**config.mk**
```make
export PLATFORM = sky130hd
export DESIGN_NAME = weight_sram_loader
export DESIGN_NICKNAME = d
export VERILOG_FILES = /design/src/rtl/weight_sram_loader.sv
export SDC_FILE = /design/constraint.sdc
export NUM_CORES = 1
export LEC_CHECK = 0
export ABC_AREA = 1
export BUFFER_PORTS_ARGS = -buffer_cell sky130_fd_sc_hd__buf_2
export CAP_MARGIN = 5
export CORE_ASPECT_RATIO = 1.1
export CORE_MARGIN = 10
export CORE_UTILIZATION = 46
export CTS_CLUSTER_SIZE = 12
export DETAILED_ROUTE_END_ITERATION = 10
export PLACE_DENSITY = 0.8
export SYNTH_ARGS = -nofsm -noshare
export SYNTH_HDL_FRONTEND = slang
export SYNTH_SLANG_ARGS = --single-unit
```
**constraint.sdc**
```tcl
create_clock -name clk -period 1.8 [get_ports clk]
set_clock_uncertainty 0.1 [all_clocks]
set_input_delay 0.18 -clock clk [delete_from_list [all_inputs] [get_ports clk]]
set_output_delay 0.18 -clock clk [all_outputs]
set_load 0.005 [all_outputs]
```
**src/rtl/weight_sram_loader.sv**
```systemverilog
// Weight SRAM write-side loader: packs a valid/ready byte stream into SRAM lines
// addressed {layer, line}, one pass per start, pulsing done with the final write.
module weight_sram_loader #(
  parameter int FV_SIZE              = 8,
  parameter int MULT_PER_PE          = 2,
  parameter int MAX_FV_NUM           = 16,
  parameter int MAX_NUM_WEIGHT_LAYER = 4,
  parameter int SRAM_BW              = 64,
  parameter int LAYER_W              = $clog2(MAX_NUM_WEIGHT_LAYER),
  parameter int LINE_W               = $clog2(MAX_FV_NUM / MULT_PER_PE),
  parameter int FVN_W                = $clog2(MAX_FV_NUM) + 1,
  parameter int ADDR_W               = LAYER_W + LINE_W
) (
  input  logic               clk,
  input  logic               reset,
  input  logic               start,
  input  logic [LAYER_W-1:0] Num_Weight_layer,
  input  logic [FVN_W-1:0]   Num_FV,
  input  logic               in_valid,
  input  logic [FV_SIZE-1:0] in_data,
  output logic               in_ready,
  output logic               CEN,
  output logic               WEN,
  output logic [ADDR_W-1:0]  A,
  output logic [SRAM_BW-1:0] D,
  output logic               busy,
  output logic               done
);

  // state | meaning
  // IDLE  | waiting for a start with a legal Num_FV
  // LOAD  | accepting bytes, issuing one write per completed line
  // DONE  | final write presented with the done pulse
  localparam logic [1:0] S_IDLE = 2'd0;
  localparam logic [1:0] S_LOAD = 2'd1;
  localparam logic [1:0] S_DONE = 2'd2;

  localparam int LANE_W = (MULT_PER_PE > 1) ? $clog2(MULT_PER_PE) : 1;
  localparam int PACK_W = FV_SIZE * MULT_PER_PE;

  logic [1:0]         state_q, state_d;
  logic [LAYER_W-1:0] cfg_layer_q, cfg_layer_d;
  logic [FVN_W-1:0]   cfg_fv_q, cfg_fv_d;
  logic [LAYER_W-1:0] layer_q, layer_d;
  logic [LINE_W-1:0]  line_q, line_d;
  logic [LANE_W-1:0]  lane_q, lane_d;
  logic [FVN_W-1:0]   fv_cnt_q, fv_cnt_d;
  logic [PACK_W-1:0]  pack_q, pack_d;
  logic               cen_q, cen_d;
  logic               wen_q, wen_d;
  logic [ADDR_W-1:0]  a_q, a_d;
  logic [SRAM_BW-1:0] d_q, d_d;

  logic [PACK_W-1:0]  pack_w;
  logic [FVN_W-1:0]   fv_next;
  logic               line_done;
  logic               layer_done;
  logic               cfg_ok;

  assign cfg_ok     = (Num_FV != '0) && (Num_FV <= FVN_W'(MAX_FV_NUM));
  assign fv_next    = fv_cnt_q + FVN_W'(1);
  assign layer_done = (fv_next == cfg_fv_q);
  assign line_done  = (lane_q == LANE_W'(MULT_PER_PE - 1)) || layer_done;

  always_comb begin
    pack_w = pack_q;
    for (int l = 0; l < MULT_PER_PE; l++) begin
      if (lane_q == LANE_W'(l)) pack_w[l*FV_SIZE +: FV_SIZE] = in_data;
    end
  end

  always_comb begin
    state_d     = state_q;
    cfg_layer_d = cfg_layer_q;
    cfg_fv_d    = cfg_fv_q;
    layer_d     = layer_q;
    line_d      = line_q;
    lane_d      = lane_q;
    fv_cnt_d    = fv_cnt_q;
    pack_d      = pack_q;
    cen_d       = 1'b1;
    wen_d       = 1'b1;
    a_d         = '0;
    d_d         = '0;
    case (state_q)
      S_IDLE: begin
        if (start && cfg_ok) begin
          state_d     = S_LOAD;
          cfg_layer_d = Num_Weight_layer;
          cfg_fv_d    = Num_FV;
          layer_d     = '0;
          line_d      = '0;
          lane_d      = '0;
          fv_cnt_d    = '0;
          pack_d      = '0;
        end
      end
      S_LOAD: begin
        if (in_valid) begin
          pack_d   = pack_w;
          fv_cnt_d = fv_next;
          lane_d   = lane_q + LANE_W'(1);
          // Cleared lanes above the last byte give the zero padding for free.
          if (line_done) begin
            cen_d              = 1'b0;
            wen_d              = 1'b0;
            a_d                = {layer_q, line_q};
            d_d[PACK_W-1:0]    = pack_w;
            pack_d             = '0;
            lane_d             = '0;
            line_d             = line_q + LINE_W'(1);
          end
          if (layer_done) begin
            fv_cnt_d = '0;
            line_d   = '0;
            layer_d  = layer_q + LAYER_W'(1);
            if (layer_q == cfg_layer_q) state_d = S_DONE;
          end
        end
      end
      S_DONE:  state_d = S_IDLE;
      default: state_d = S_IDLE;
    endcase
  end

  always_ff @(posedge clk) begin
    if (reset) begin
      state_q     <= S_IDLE;
      cfg_layer_q <= '0;
      cfg_fv_q    <= '0;
      layer_q     <= '0;
      line_q      <= '0;
      lane_q      <= '0;
      fv_cnt_q    <= '0;
      pack_q      <= '0;
      cen_q       <= 1'b1;
      wen_q       <= 1'b1;
      a_q         <= '0;
      d_q         <= '0;
    end else begin
      state_q     <= state_d;
      cfg_layer_q <= cfg_layer_d;
      cfg_fv_q    <= cfg_fv_d;
      layer_q     <= layer_d;
      line_q      <= line_d;
      lane_q      <= lane_d;
      fv_cnt_q    <= fv_cnt_d;
      pack_q      <= pack_d;
      cen_q       <= cen_d;
      wen_q       <= wen_d;
      a_q         <= a_d;
      d_q         <= d_d;
    end
  end

  assign in_ready = (state_q == S_LOAD);
  assign busy     = (state_q != S_IDLE);
  assign done     = (state_q == S_DONE);
  assign CEN      = cen_q;
  assign WEN      = wen_q;
  assign A        = a_q;
  assign D        = d_q;

endmodule

```
==> flow_summary.ini, run 1 <==
[outcome]
status = complete, but fails checks
violations = negative setup slack

[route]
post_drt_wl_per_cell_um = 12.5
dr.pass1.iters = 4
drt-initial-drc-count = 125
vias = 2273
drc = 0
routed_wl_mm = 6.32
ant_nets = 0
viasPerCell = 4.49

[die]
die_area_um2 = 9710
die_width_um = 94.9
fp.dieH_um = 102
ios = 93
placementRows = 29
design.core.area_um2 = 5880
initial_core_util_pct = 48.3

[power]
p_per_area_nw_per_um2 = 937
vdd_ir_drop_max_mv = 0.943
p_leak_nw = 1.56

[finish]
stdcell_count = 506
final_cell_area_um2 = 3460
antenna_cells = 0
area_growth_pct = 22.0
drive_above_1_share_pct = 33.3
nFillCells = 547
nets = 445

[critical_path]
crit_arrival_ps = 1960
max_stage_delay_ps = 340
worstPathRequired_ps = 1930
endpoint_kind = flip-flop
path_cells = ha_4, inv_2, nand2_1, nand2_1, nor2_1, nand3_1, nor2_1, nand3_2, buf_6, nand3_4, nand2_4, nand2_4, nor2_1
crit_path_frequent_cell = nor2_1
cp_slowest_cell = dfxtp_2
worstSetupStartpointType = flip-flop
criticalPathCategory = flip-flop to flip-flop
cpLargestDelayFamily = simple AND/OR/NAND/NOR gates
crit_buf_inv = 2
cp_max_fo = 5

[yosys]
ys.warnings.count = 0
synth_cell_types = 29
ys_ff_latch = 58
yosysSeqAreaShare_pct = 40.9
synth-edff-count = 0
synthTopCellsByCount = dfxtp_1 (58), buf_4 (49), nand2_1 (45)
avgSynthCellArea_um2 = 7.84
synth_area_um2 = 2840
synth.area.top_cells = dfxtp_1 (41%), buf_4 (13%), o21ai_0 (7.4%), nor2_2 (6.6%), nand2_1 (6.0%)
yosysTopAreaCellShare_pct = 40.9
synth_top_cell_by_area = dfxtp_1
async_flop_share_pct = 0
synth_flop_cell = dfxtp_1
synth_cells = 362
synth_most_common_cell = dfxtp_1

[placement]
port-buffer-count = 44
dp_cells = 481
dp_slack_ps = -230
dpl.hpwl_mm = 4.14
dpl-instance-area_um2 = 2970
gp_congestion = 0.844

[cts]
clockBufferDepth = 2
cts_made_buffers = 9
clk_latency_ps = 330
clk_pin_slew_ps = 60
cts_tree = yes
cts-root-buf = clkbuf_8
cts_max_level = 3
cts.sinks = 58

[timing]
fin_ws_ps = -33.9
whs_ps = 24.9
drv_slew = 0
tightest_slew_ps = 894
hold_viol = 0
max_freq_ghz = 0.545
post-route-period-util_pct = 102
relSlewSlack_pct = 40.3
rsz0062_at_grt = true
setup_viol = 48
fin_crit_ps = 1830

[grt]
grt_first_pass_wirelength_mm = 9.86
grt_overflow = 0
grt_usage_pct = 12.5
grt_max_degree = 29
grt_pass1_vias = 2251
antenna_found_initial = 0

[worst_hold_path]
hold_path.class = primary input to flip-flop

[job]
maxCapViolations = 0
routing by layer:
layer  part of all wire [%]  wire, µm  vias up  global-route usage (%)
li1                       -         -     1169                       -
met1                     42      2630     1009                    13.8
met2                     48      3040       84                    21.6
met3                    9.0       568       11                    5.35
met4                    1.3        80        0                    3.46
met5                      0         0        -                       0
repair_timing:
action	4_1_cts	5_1_grt
hold buffers	2	0
setup endpoints to repair	48	53
pin swaps	7	6
setup buffers	0	3
hold endpoints to repair	3	0
cloned	4	0
resized for setup	14	21
kinds of logic (layout without fill, tap and decap cells):
kind of cell    after synthesis  after routing  synth area share, %
compound gates               62             63                 11.5
xor+xnor                      4              4                 1.23
fa+ha+maj                     2              2                0.882
buf+inv                     104            120                 21.4
flops                        58             58                 40.9
other cells                   1             48                0.132
simple gates                131            134                 23.9
layout by cell type (no fill, tap or decap), types with 3 or more instances in the layout:
cell type	n
o21ai_0	42
nand2_8	5
nor3_2	4
a21oi_1	14
nand2_1	42
nor2_2	29
nand3_1	9
nor2_1	23
dfxtp_1	56
clkbuf_8	10
inv_2	6
nand2_4	4
buf_4	10
buf_2	44
nor2_4	5
xnor2_1	3
conb_1	48
nand2_2	4
a21oi_2	3
nand4_1	5
inv_1	37
metrics by stage:
stage / power (W) / util (%) / setup TNS (ps)
after floorplan: 0.00181 / - / 0
after global placement: 0.00183 / 50.5 / -3210
after CTS: 0.00322 / 56.6 / -636
final: 0.00324 / 58.9 / -602
after detailed placement: 0.00184 / 50.5 / -5810
after global routing: 0.00340 / 58.9 / -5870
worst register-to-register path, cell delays in order (launching register included):
cell,delay (ps)
dfxtp_2,340
ha_4,280
inv_2,30
nand2_1,40
nand2_1,40
nor2_1,100
nand3_1,80
nor2_1,120
nand3_2,100
buf_6,150
nand3_4,80
nand2_4,90
nand2_4,120
nor2_1,60
flip-flops by register name (all words and copies together) (netlist names):
name and cells:
D 16, pack_q 16, A 5, cfg_fv_q 5, fv_cnt_q 5, line_q 3, cfg_layer_q 2, layer_q 2
state_q 2, WEN 1, lane_q 1
layout make-up:
type | count | area [µm²] | share of cell area, %
Inverter | 44 | 170 | 4.92
Multi-Input combinational cell | 251 | 1430 | 41.4
Sequential cell | 58 | 1160 | 33.6
Clock buffer | 11 | 141 | 4.09
Clock inverter | 5 | 77.6 | 2.24
Tap cell | 77 | 96.3 | 2.78
Timing Repair Buffer | 60 | 378 | 10.9
final timing paths:
path / depth (start not counted) / slack (ps) / startpoint / to
worst min-delay path: 3 / 20 / Num_Weight_layer[1] / cfg_layer_q[1]
worst max register to register: 13 / -30 / fv_cnt_q[0] / pack_q[9]
worst max-delay path: 13 / -30 / fv_cnt_q[0] / pack_q[9]
worst min register to register: 2 / 340 / pack_q[14] / pack_q[14]
report_power, final:
part / internal, W / leakage [nW] / switching [W] / total, W
combinational: 0.000195 / 0.977 / 0.000350 / 0.000545
clock: 0.000812 / 0.109 / 0.000501 / 0.00131
sequential: 0.00134 / 0.472 / 0.0000432 / 0.00138
Power figures use the tool's default switching activity.
==> run 2, diff against run 1 <==
ABC_CLOCK_PERIOD_IN_PS = 1600   (was unset)
clock period = 1.6 ns   (was 1.8 ns; I/O delays follow)
==> run 2 against run 1 <==
  * The run still ends with negative setup slack left
  * Combinational power grew 14%
  * Non-clock buffer count increased by 11
  * Maximum frequency grew 1.9%
  * Core utilization is 0.34 points higher
  * Cell area is 0.58% higher
  * Sequential power up 13%
  * Die area unchanged
  * Cell count grew 2.2%
  * Critical path depth stayed put
  * Clock power barely moved
  * Routed wire length up 0.38%
  * Worst setup slack got worse by 170 ps
==> flow_summary.ini, run 2 (synthesis results as in run 1) <==
[outcome]
status = complete, but fails checks
violations = negative setup slack

[power]
p_leak_nw = 1.59
p_per_area_nw_per_um2 = 1010
vdd_ir_drop_max_mv = 0.592
fin_total_pwr_w = 0.00350

[timing]
max_freq_ghz = 0.556
setup_viol = 51
drv_slew = 0
relSlewSlack_pct = 37.8
post-route-period-util_pct = 112
rsz0062_at_grt = true
tightest_slew_ps = 932
fin_ws_ps = -199
fin_setup_tns_ps = -7600
fin_crit_ps = 1800
hold_viol = 0

[grt]
grt_usage_pct = 13.3
grt_overflow = 0
antenna_found_initial = 0
grt_max_degree = 24
grt_pass1_vias = 2285
grt_first_pass_wirelength_mm = 10.2

[route]
ant_nets = 0
post_drt_wl_per_cell_um = 12.3
drt-initial-drc-count = 113
routed_wl_mm = 6.35
drc = 0
dr.pass1.iters = 4
vias = 2354
viasPerCell = 4.55

[finish]
final_cell_mix = dfxtp_1 (54), conb_1 (48), buf_2 (44)
multi_input_area_um2 = 1410
fin_util_pct = 59.2
area_growth_pct = 22.7
final_common_cell = dfxtp_1
drive_above_1_share_pct = 34.8
nets = 456
seqCellArea_um2 = 1170
stdcell_count = 517
nFillCells = 521
antenna_cells = 0

[cts]
cts-root-buf = clkbuf_8
cts_max_level = 3
clockBufferDepth = 2
clk_latency_ps = 340
clk_pin_slew_ps = 60
cts_made_buffers = 9
cts.sinks = 58
cts_tree = yes

[job]
maxCapViolations = 0

[critical_path]
criticalPathCategory = flip-flop to flip-flop
worst_r2r_path_depth = 13
endpoint_kind = flip-flop
crit_start = fv_cnt_q[1]
crit_arrival_ps = 1930
r2r-end = fv_cnt_q[2]
r2r-start = fv_cnt_q[1]
worstSetupStartpointType = flip-flop
worstPathRequired_ps = 1730
r2r_slack_ps = -200
cp_max_fo = 5

[die]
initial_core_util_pct = 48.3
die_area_um2 = 9710
fp.dieH_um = 102
design.core.area_um2 = 5880
ios = 93
die_width_um = 94.9
placementRows = 29

[placement]
dpl.hpwl_mm = 4.29
dp_cells = 487
dp_slack_ps = -367
gp_congestion = 0.825
port-buffer-count = 44

[worst_hold_path]
hp-start = Num_FV[0]
whs_endpoint = cfg_fv_q[0]
min_path_cells = 3
hold_path.class = primary input to flip-flop
-- run 2: cell types whose count changed in the layout (fill, tap and decap cells not counted), moves of 2 or more --
| cell | previous run | this run |
|---|---|---|
| buf_12 | 2 | 0 |
| buf_4 | 10 | 20 |
| dfxtp_1 | 56 | 54 |
| dlygate4sd3_1 | 2 | 4 |
| nor2_2 | 29 | 32 |
| nor2_4 | 5 | 2 |
| nor3_2 | 4 | 2 |
-- run 2: area by class of cell --
type	count	share of cell area, %
Timing Repair Buffer	71	12.8
Inverter	44	4.74
Multi-Input combinational cell	251	40.5
Clock buffer	11	4.06
Sequential cell	58	33.6
Tap cell	77	2.77
Clock inverter	5	1.55
-- run 2: what timing repair did --
action,CTS,global route
cloned,4,0
endpoints found under the setup margin,51,52
hold endpoints to repair,5,0
buffers inserted,6,0
resized for setup,19,11
pin swaps,11,4
hold buffers,4,0
-- run 2: how the worst max path moves through the flow --
stage / end / slack (ps) / cells after the start
after floorplan: pack_q[13] / -170 / 13
after global placement: D[12] / -320 / 11
after detailed placement: D[12] / -370 / 11
after CTS: line_q[2] / -200 / 14
after global routing: line_q[1] / -350 / 14
final: fv_cnt_q[2] / -200 / 13
-- run 2: through the flow --
stage	hold WS, ps	cell area (µm²)
6_report	18.9	3480
5_1_grt	31.1	3480
4_1_cts	1.06	3440
3_5_place_dp	299	3030
3_3_place_gp	296	3030
2_1_floorplan	129	3030
-- run 2: power by group --
| part | switching (W) | leakage [nW] | total [W] | internal [W] |
|---|---|---|---|---|
| registers | 0.0000504 | 0.473 | 0.00156 | 0.00151 |
| clock network | 0.000566 | 0.103 | 0.00132 | 0.000755 |
| logic | 0.000392 | 1.02 | 0.000622 | 0.000231 |
| total | 0.00101 | 1.59 | 0.00350 | 0.00249 |
-- run 2: per-layer routing --
metal / wire (µm) / track usage (%) / part of all wire [%]
met1: 2710 / 14.4 / 43
met2: 3060 / 22.3 / 48
met3: 486 / 5.94 / 7.7
met4: 87 / 4.95 / 1.4
met5: 0 / 0 / 0
-- run 2: worst max-delay path, cell delays in order (launching register included) --
cell and delay, ps:
dfxtp_4 350, ha_4 270, inv_2 30, nand2_1 40
nand2_1 40, nor2_1 80, nand3_1 70, nor2_1 110
nand3_2 100, buf_6 150, nand2_8 70, nand2_8 100
nand2_4 120, nor3_1 60
==> run 3, diff against run 2 <==
ABC_CLOCK_PERIOD_IN_PS = 1960   (was 1600)
CORE_UTILIZATION = 24   (was 46)
PLACE_DENSITY = 0.47   (was 0.8)
clock period = 1.96 ns   (was 1.6 ns; I/O delays follow)
==> run 3 against run 2 <==
  * Critical path depth stayed put
  * Sequential share of layout area is 0.59 points lower
  * Core utilization is 29 points lower
  * The flow now finishes without violations
  * Via count is 7.9% lower
  * Routed wire length is 2.1% higher
  * Cell count is 10% higher
  * Global-route usage is 5.6 points lower
  * Highest routed layer unchanged
  * Clock power is 23% higher
  * Combinational power is 24% lower
  * Maximum frequency is 2.6% lower
  * Critical endpoint is now pack_q[13]
==> flow_summary.ini, run 3 (synthesis results as in run 1) <==
[critical_path]
max_stage_delay_ps = 330
crit_path_frequent_cell = nand2_8
endpoint_kind = flip-flop
cp_slowest_cell = dfxtp_2
r2r-start = fv_cnt_q[0]
crit_arrival_ps = 1950
cpLargestDelayFamily = simple AND/OR/NAND/NOR gates
r2r-end = pack_q[13]
path_cells = ha_4, inv_2, nand2_1, nand2_1, nor2_1, nand3_1, nor2_1, nand3_2, buf_6, nand2_8, nand2_8, nand2_8, nor2_2
r2r_slack_ps = 110
criticalPathCategory = flip-flop to flip-flop
cp_max_fo = 9
worst_r2r_path_depth = 13
worstPathRequired_ps = 2060
crit_buf_inv = 2
worstSetupStartpointType = flip-flop

[cts]
clockBufferDepth = 2
cts_tree = yes
cts_made_buffers = 9
cts-root-buf = clkbuf_16
cts_setup_buffers = 0
clk_pin_slew_ps = 50
hold_buffers = 0
clk_latency_ps = 320
cts_max_level = 3
cts.sinks = 58

[timing]
whs_ps = 15.6
tightest_slew_ps = 902
relSlewSlack_pct = 39.8
hold_viol = 0
post-route-period-util_pct = 94.2
drv_slew = 0
rsz0062_at_grt = true
max_freq_ghz = 0.541
setup_viol = 0
fin_crit_ps = 1850

[power]
vdd_ir_drop_max_mv = 0.378
p_leak_nw = 1.54
p_per_area_nw_per_um2 = 957

[route]
vias = 2167
drc = 0
dr.pass1.iters = 4
routed_wl_mm = 6.48
viasPerCell = 3.81
ant_nets = 0
drt-initial-drc-count = 148
post_drt_wl_per_cell_um = 11.4

[finish]
drive_above_1_share_pct = 32.0
antenna_cells = 0
multi_input_area_um2 = 1410
final_cell_area_um2 = 3530
nets = 435
final_common_cell = dfxtp_1
nFillCells = 1260
final_cell_mix = dfxtp_1 (56), conb_1 (48), nand2_1 (44), buf_2 (44), o21ai_0 (42)
seqCellArea_um2 = 1160
area_growth_pct = 24.3

[die]
ios = 93
design.core.area_um2 = 11500
placementRows = 41
fp.dieH_um = 134
die_width_um = 124
die_area_um2 = 16600
initial_core_util_pct = 24.6

[worst_hold_path]
min_path_cells = 2
whs_endpoint = state_q[0]
hp-start = reset
hold_path.class = primary input to flip-flop

[outcome]
status = completed

[grt]
grt_usage_pct = 7.63
grt_max_degree = 29
grt_pass1_vias = 2131
grt_overflow = 0
grt_first_pass_wirelength_mm = 10.2
antenna_found_initial = 0

[placement]
dpl-instance-area_um2 = 3030
dpl.hpwl_mm = 4.47
port-buffer-count = 44
gp_congestion = 0.740

[job]
maxCapViolations = 0
-- run 3: worst reg2reg max path, cell delays in order (launching register included) --
cell,delay [ps]
dfxtp_2,330
ha_4,270
inv_2,30
nand2_1,40
nand2_1,40
nor2_1,80
nand3_1,90
nor2_1,130
nand3_2,110
buf_6,150
nand2_8,80
nand2_8,100
nand2_8,140
nor2_2,40
-- run 3: area by class of cell --
class                           instances  share of cell area, %
Clock buffer                           13                   7.94
Clock inverter                          3                   1.28
Inverter                               44                   4.68
Multi-Input combinational cell        250                   40.0
Sequential cell                        58                   33.0
Tap cell                              150                   5.32
Timing Repair Buffer                   51                   7.84
-- run 3: worst max path at each step --
stage	startpoint	endpoint	slack, ps	cells past startpoint
5_1_grt	fv_cnt_q[0]	pack_q[12]	-40	13
3_3_place_gp	fv_cnt_q[0]	D[12]	-20	11
6_report	fv_cnt_q[0]	pack_q[13]	110	13
2_1_floorplan	fv_cnt_q[0]	pack_q[13]	180	12
4_1_cts	fv_cnt_q[1]	layer_q[0]	30	13
3_5_place_dp	fv_cnt_q[0]	D[12]	-60	11
-- run 3: per-layer routing --
layer  part of all wire [%]  GRT usage, %  vias up
met1                     49          10.1      930
li1                       -             -     1153
met5                      0             0        -
met4                    1.2          3.04        0
met2                     40          10.3       77
met3                    9.5          3.69        7
-- run 3: repair_timing --
action | CTS | global route
gates cloned | 1 | 2
pin swaps | 1 | 8
setup endpoints to repair | 22 | 47
gates resized for setup | 1 | 27
-- run 3: metrics by stage --
stage          setup WS, ps  TNS (ps)  power [W]  cells  utilization [%]
6_report                113         0    0.00338    569             30.6
5_1_grt               -44.2      -657    0.00356    569             30.6
4_1_cts                25.2         0    0.00336    567             29.2
3_5_place_dp          -60.1      -534    0.00169    550             26.3
3_3_place_gp          -23.9     -49.9    0.00168    550             26.3
2_1_floorplan           177         0    0.00166    409                -
-- run 3: where the power goes --
part | switching (W) | total (W) | internal (W)
Sequential | 0.0000380 | 0.00127 | 0.00123
Clock | 0.000514 | 0.00163 | 0.00112
Combinational | 0.000310 | 0.000471 | 0.000161
Total | 0.000862 | 0.00338 | 0.00252
